**src/rtl/fir_pkg.sv**
```systemverilog
// Shared FIR constants and saturation-limit helpers used by the FIR front and back ends.
package fir_pkg;

  localparam int FIR_ACC_W    = 32;
  localparam int FIR_SAMPLE_W = 16;
  localparam int FIR_Q_SHIFT  = 15;

  function automatic longint sat_max(input int width);
    return (64'sd1 <<< (width - 1)) - 64'sd1;
  endfunction

  function automatic longint sat_min(input int width);
    return -(64'sd1 <<< (width - 1));
  endfunction

endpackage

```
**src/rtl/sync_fifo.sv**
```systemverilog
// Synchronous FIFO with pointer+count bookkeeping and a registered first-word-fall-through head.
module sync_fifo #(
  parameter int WIDTH = 16,
  parameter int DEPTH = 4
) (
  input  logic             clk,
  input  logic             rst,
  input  logic             push,
  input  logic [WIDTH-1:0] push_data,
  input  logic             pop,
  output logic [WIDTH-1:0] head_data,
  output logic             head_valid,
  output logic             full
);

  localparam int AW = $clog2(DEPTH);

  logic [WIDTH-1:0] mem [DEPTH];
  logic [AW-1:0]    wr_ptr;
  logic [AW-1:0]    rd_ptr;
  logic [AW:0]      count;
  logic             do_push;
  logic             do_pop;

  assign head_valid = (count != '0);
  assign full       = (count == (AW+1)'(DEPTH));
  assign do_pop     = pop && head_valid;
  // A full FIFO still takes a word when the head leaves in the same cycle.
  assign do_push    = push && (!full || do_pop);

  // NOTE: storage has no reset; only pointers, count and the head register need a defined state.
  always_ff @(posedge clk) begin
    if (do_push) mem[wr_ptr] <= push_data;
  end

  always_ff @(posedge clk) begin
    if (rst) begin
      wr_ptr    <= '0;
      rd_ptr    <= '0;
      count     <= '0;
      head_data <= '0;
    end else begin
      if (do_push) wr_ptr <= wr_ptr + 1'b1;
      if (do_pop)  rd_ptr <= rd_ptr + 1'b1;
      case ({do_push, do_pop})
        2'b10:   count <= count + 1'b1;
        2'b01:   count <= count - 1'b1;
        default: count <= count;
      endcase
      // Head is a copy of mem[rd_ptr]; refill it from the next slot or from the incoming word.
      if (do_pop)
        head_data <= (count > (AW+1)'(1)) ? mem[rd_ptr + 1'b1] : push_data;
      else if (do_push && !head_valid)
        head_data <= push_data;
    end
  end

endmodule

```
**src/rtl/fir_decim_requant.sv**
```systemverilog
// FIR output back end: keep 1 of DECIM samples, round/saturate to OUT_W, buffer in a FWFT FIFO.
module fir_decim_requant
  import fir_pkg::*;
#(
  parameter int IN_W  = FIR_ACC_W,
  parameter int OUT_W = FIR_SAMPLE_W,
  parameter int SHIFT = FIR_Q_SHIFT,
  parameter int DECIM = 4,
  parameter int DEPTH = 4
) (
  input  logic                    clk,
  input  logic                    rst,
  input  logic                    in_valid,
  input  logic signed [IN_W-1:0]  in_data,
  output logic                    out_valid,
  input  logic                    out_ready,
  output logic signed [OUT_W-1:0] out_data,
  output logic                    sat_flag,
  output logic                    drop_flag,
  input  logic                    clear_flags
);

  localparam int PH_W = (DECIM > 1) ? $clog2(DECIM) : 1;
  localparam logic signed [IN_W:0] HALF  = (IN_W+1)'(1) << (SHIFT - 1);
  localparam logic signed [IN_W:0] MAX_R = (IN_W+1)'(sat_max(OUT_W));
  localparam logic signed [IN_W:0] MIN_R = (IN_W+1)'(sat_min(OUT_W));

  logic [PH_W-1:0]         ph;
  logic                    keep;
  logic signed [IN_W:0]    sum;
  logic signed [IN_W:0]    r;
  logic signed [OUT_W-1:0] rq_data;
  logic                    rq_sat;
  logic                    s1_valid;
  logic signed [OUT_W-1:0] s1_data;
  logic                    s1_sat;
  logic                    fifo_full;
  logic                    pop;
  logic                    sat_evt;
  logic                    drop_evt;

  assign keep = in_valid && (ph == '0);

  always_ff @(posedge clk) begin
    if (rst)
      ph <= '0;
    else if (in_valid)
      ph <= (ph == PH_W'(DECIM - 1)) ? '0 : ph + 1'b1;
  end

  // NOTE: combinational outputs get a default before any branch so no path leaves them unassigned (no latch).
  always_comb begin
    sum     = $signed({in_data[IN_W-1], in_data}) + HALF;
    r       = sum >>> SHIFT;
    rq_sat  = 1'b0;
    rq_data = r[OUT_W-1:0];
    if (r > MAX_R) begin
      rq_sat  = 1'b1;
      rq_data = OUT_W'(sat_max(OUT_W));
    end else if (r < MIN_R) begin
      rq_sat  = 1'b1;
      rq_data = OUT_W'(sat_min(OUT_W));
    end
  end

  // NOTE: registers use non-blocking assignments so every flop samples pre-edge values.
  always_ff @(posedge clk) begin
    if (rst) begin
      s1_valid <= 1'b0;
      s1_data  <= '0;
      s1_sat   <= 1'b0;
    end else begin
      s1_valid <= keep;
      if (keep) begin
        s1_data <= rq_data;
        s1_sat  <= rq_sat;
      end
    end
  end

  sync_fifo #(
    .WIDTH (OUT_W),
    .DEPTH (DEPTH)
  ) u_fifo (
    .clk        (clk),
    .rst        (rst),
    .push       (s1_valid),
    .push_data  (s1_data),
    .pop        (out_ready),
    .head_data  (out_data),
    .head_valid (out_valid),
    .full       (fifo_full)
  );

  assign pop      = out_valid && out_ready;
  assign sat_evt  = s1_valid && s1_sat;
  assign drop_evt = s1_valid && fifo_full && !pop;

  // Set beats clear when both land in the same cycle.
  always_ff @(posedge clk) begin
    if (rst) begin
      sat_flag  <= 1'b0;
      drop_flag <= 1'b0;
    end else begin
      if (sat_evt)          sat_flag  <= 1'b1;
      else if (clear_flags) sat_flag  <= 1'b0;
      if (drop_evt)         drop_flag <= 1'b1;
      else if (clear_flags) drop_flag <= 1'b0;
    end
  end

endmodule

```
**config.mk**
```make
export PLATFORM = sky130hd
export DESIGN_NAME = fir_decim_requant
export DESIGN_NICKNAME = d
export VERILOG_FILES = /design/src/rtl/fir_pkg.sv /design/src/rtl/sync_fifo.sv /design/src/rtl/fir_decim_requant.sv
export SDC_FILE = /design/constraint.sdc
export NUM_CORES = 1
export LEC_CHECK = 0
export CAP_MARGIN = 20
export CORE_UTILIZATION = 44
export CTS_CLUSTER_DIAMETER = 30
export DETAILED_ROUTE_END_ITERATION = 7
export PLACE_DENSITY = 0.62
export SETUP_SLACK_MARGIN = 0.02
export SYNTH_ARGS = -nofsm -noshare
export SYNTH_HDL_FRONTEND = slang
export SYNTH_SLANG_ARGS = --single-unit
```
**constraint.sdc**
```tcl
create_clock -name clk -period 4.3 [get_ports clk]
set_input_delay 1.29 -clock clk [delete_from_list [all_inputs] [get_ports clk]]
set_output_delay 1.29 -clock clk [all_outputs]
set_load 0.005 [all_outputs]
```
==> key figures <==
STA
  – Max Clk Rate: between 0.3 and 0.4 GHz
  – Period utilization: between 70% and 80%
  – Summed negative setup slack over all endpoints: 0 ns
  – RSZ-0062 raised after global routing: no
  – Endpoints failing hold: 0
  – Crit path time final: between 3 and 4 ns
  – Actual transition at the worst max-transition pin: between 0.9 and 1 ns
  – Final Setup Violations: 0
  – Max-slew headroom: roughly a third
  – Maximum clock skew at final layout: ~0.0070 ns
  – Worst hold slack: between 0.4 and 0.5 ns
  – Final slew viol count: 0

Routing
  – Initial drt markers: 70
  – Routed WL: 8390 µm
  – Drc violations: 0
  – Routed wire length per instance: around 15 µm
  – Vias: slightly below 3,000
  – DRT antenna net count: 0
  – Post-detailed-route via-to-cell ratio: between 5 and 6
  – Count of TritonRoute iterations in the first routing pass: 4

Worst hold path
  – Hold path endpoint: drop_flag
  – Worst min-delay path startpoint: drop_flag
  – Cell count of the worst hold path: 2
  – Worst min-delay path class: reg -> reg

Yosys
  – Top post-synthesis cells by area: edfxtp_1 (40%), dfxtp_1 (19%), mux4_2 (7.5%)
  – Fraction of the yosys area taken by sequential cells: ~60%
  – Number of nets in the synthesized netlist: between 400 and 500
  – Count of mapped cells out of synthesis: between 300 and 400
  – Post-Synthesis Cell Area: between 4000 and 5000 µm²
  – Number of warning messages in the yosys log: 0
  – Avg Inst Size Synth: roughly 13 µm²
  – Seq cells post-synth: 109
  – Largest area contributor in the synthesized netlist: edfxtp_1
  – Number of distinct library cells after synthesis: 41
  – Fraction of post-synthesis cell area in the top cell type by area: between 40% and 50%

Die
  – Die width: around 110 µm
  – Number of rows in the core area: 37
  – Total I/O pin count: between 50 and 60
  – Area of the placeable core: 10,420 µm²
  – Die Outline Area: between 10,000 and 15,000 µm²
  – Die boundary height: around 110 µm
  – Starting density of the core: around 46%

Critical path
  – Required time at the endpoint of the critical path: between 4 and 5 ns
  – Critical path's largest stage delay: about 0.51 ns
  – Reg-to-reg setup timing slack: around 2.0 ns
  – Startpoint Class: input pin
  – Top Family by Delay on Critical Path: simple AND/OR/NAND/NOR gates
  – Path type of the worst setup path: in -> reg
  – Worst setup path startpoint: in_data[14]
  – Reg-to-Reg End: u_fifo.head_data[13]
  – Critical-path cell with the highest stage delay: clkdlybuf4s50_1
  – Peak fanout along the critical path: 16
  – Worst EP arrival: between 3 and 4 ns
  – Worst-path cell chain: clkdlybuf4s50_1 > ha_1 > and4_4 > nand3_4 > or3_1 > a31oi_4 > o32ai_1
  – CP bufs+invs: 1
  – Worst Setup End Kind: flip-flop
  – Worst reg2reg startpoint: u_fifo.count[0]
  – Number of cells on the worst reg-to-reg path: 7

Layout
  – Area grow syn2layout: 15.04%
  – Final core occ: a little over half
  – Number of inserted diodes: 0
  – Share of cells above drive strength 1: roughly an eighth
  – Total number of nets in the final design: 450

Clock network
  – Number of H-tree levels: 3
  – Clock tree from TritonCTS: built
  – Total CTS buffers: 9
  – Number of hold-repair buffers added at the cts stage: 0
  – CTS root buf: clkbuf_8
  – CTS sink count: around 110
  – Clock Latency Late Sink: around 0.35 ns
  – CTS resizes: 0
  – Post-CTS setup-driven buffer insertion count: 0
  – Clock tree buffer depth: 2
  – Clock-pin slew reported for the worst setup and hold paths after clock tree synthesis: approximately 0.10 ns

Run status
  – Status: completed

Place
  – Gp weighted congestion: between 0.7 and 0.8
  – Post-detail-place hpwl: ~5800 µm
  – # port buffers: around 40

Global route
  – Met1 track demand over resource: a little over a fifth
  – Met2 track utilization from global routing: 26.95%
  – Overall fraction of global-route tracks in use: 15.89%
  – Initial antenna violation count: 0
  – Vias in the first global route: between 2,000 and 3,000
  – Wire length of the first global-routing pass: approximately 14,000 µm
  – Layer with the highest usage after global routing: met2
  – Aggregate global routing overflow: 0
  – Met3 demand-to-capacity share in global routing: 2.391%
  – Maximum number of pins on one net before global-route repair: slightly above 60

Power and ir drop
  – Internal power component: 1837 µW
  – Sequential group share of total power: 52.0%
  – Share of total power in combinational logic: 26.2%
  – Leakage power total: approximately 0.0018 µW
  – Power density of the placed cells: 474.6 nW/µm²
  – Clock power share: 21.8%
  – Net Switching: about 780 µW
  – Switching share of power: 29.67%
  – Highest ir drop seen on vdd: 188.2 µV

Job
  – Maximum capacitance violations: 0
==> worst max-delay path by stage <==
| stage | cells past startpoint | endpoint |
|---|---|---|
| 2_1_floorplan | 7 | s1_data[10] |
| 3_3_place_gp | 7 | s1_data[12] |
| 3_5_place_dp | 7 | s1_data[8] |
| 4_1_cts | 7 | s1_data[0] |
| 5_1_grt | 7 | s1_data[6] |
| 6_report | 7 | s1_data[0] |
==> worst register-to-register path, cell delays in order (launching register included) <==
cell      delay (ns)
dfxtp_1         0.41
inv_1           0.10
ha_1            0.23
a211oi_1        0.22
o21a_1          0.60
buf_4           0.27
mux2i_1         0.23
a211oi_1        0.09
==> logic make-up (layout without fill, tap and decap cells) <==
kind of cell | after synthesis | in the layout | share of synthesized area, %
AOI/OAI and AO/OA | 49 | 49 | 8.578
xor gates and xnor gates | 19 | 19 | 3.478
adders and majority gates | 12 | 12 | 3.138
buffers and inverters | 33 | 78 | 3.190
DFF | 109 | 109 | 59.00
muxes | 35 | 35 | 11.51
and+or+nand+nor | 104 | 104 | 11.11
==> synthesized netlist by cell type <==
cell / instances
edfxtp_1: 64
dfxtp_1: 45
nor2_1: 44
a211oi_1: 19
mux2i_1: 19
mux4_2: 16
o32ai_1: 15
or3_1: 15
nand2_1: 14
ha_1: 12
inv_1: 12
xor2_1: 12
clkbuf_1: 8
xnor2_1: 7
buf_2: 5
nand4_1: 5
a21oi_1: 4
and2_1: 4
and3_1: 4
buf_1: 4
nand3_1: 4
and4_4: 3
nor3_1: 3
buf_4: 2
buf_6: 2
nor4_1: 2
o21a_1: 2
o41ai_1: 2
a211o_1: 1
a22oi_1: 1
a31oi_4: 1
nand2b_1: 1
nand3_2: 1
nand3_4: 1
nand3b_1: 1
o21ai_0: 1
o21ai_1: 1
o311ai_0: 1
o41ai_4: 1
or2_2: 1
or4b_1: 1
==> per-stage QoR <==
stage | instance area [µm²] | power, µW | setup WS, ns | std cells
final | 5504 | 2612 | 1.021 | 542
after global routing | 5504 | 2784 | 0.8707 | 542
after CTS | 5504 | 2652 | 1.016 | 542
after detailed placement | 5324 | 2086 | 0.6462 | 526
after global placement | 5324 | 2070 | 0.6816 | 526
after floorplan | 4785 | 1804 | 1.441 | 361
==> cell type report <==
class                           instances  area, µm²
Fill cell                             924       4912
Sequential cell                       109       2823
Multi-Input combinational cell        219       1813
Timing Repair Buffer                   50      473.0
Tap cell                              136      170.2
Clock buffer                            9      123.9
Clock inverter                          7      56.30
Inverter                               12      45.04
==> flip-flops by register name (all words and copies together) (netlist names) <==
signal and flops:
s1_data 16, u_fifo.head_data 16, s1_valid 1, drop_flag 1, sat_flag 1, u_fifo.rd_ptr 2
u_fifo.wr_ptr 2, u_fifo.mem 64, u_fifo.count 3, ph 2, s1_sat 1
==> power groups by stage <==
stage               clock network [µW]  logic (µW)  registers [µW]
finish                             571         683            1360
global route                       634         766            1380
CTS                                589         697            1370
floorplan                            0         466            1340
global placement                     0         687            1380
detailed placement                   0         696            1390
==> layer usage <==
layer / vias to the layer above / routed length [µm]
li1: 1456 / -
met1: 1376 / 3943
met2: 51 / 4127
met3: 9 / 227
met4: 0 / 91
met5: - / 0
==> placed cells by master (no fill, tap or decap), drive strengths merged, types with 2 or more instances in the layout <==
cell type | Yosys | final
o21a | 2 | 2
or3 | 15 | 15
and2 | 4 | 4
inv | 12 | 16
buf | 13 | 10
o21ai | 2 | 2
clkinv | 0 | 3
edfxtp | 64 | 64
a211oi | 19 | 19
xor2 | 12 | 12
o32ai | 15 | 15
and4 | 3 | 3
o41ai | 3 | 3
nor3 | 3 | 3
ha | 12 | 12
nand2 | 14 | 14
clkdlybuf4s50 | 0 | 40
nor4 | 2 | 2
and3 | 4 | 4
nand3 | 6 | 6
nor2 | 44 | 44
a21oi | 4 | 4
mux2i | 19 | 19
clkbuf | 8 | 9
xnor2 | 7 | 7
dfxtp | 45 | 45
mux4 | 16 | 16
nand4 | 5 | 5
Note: power is estimated with default switching activity, not from simulation.
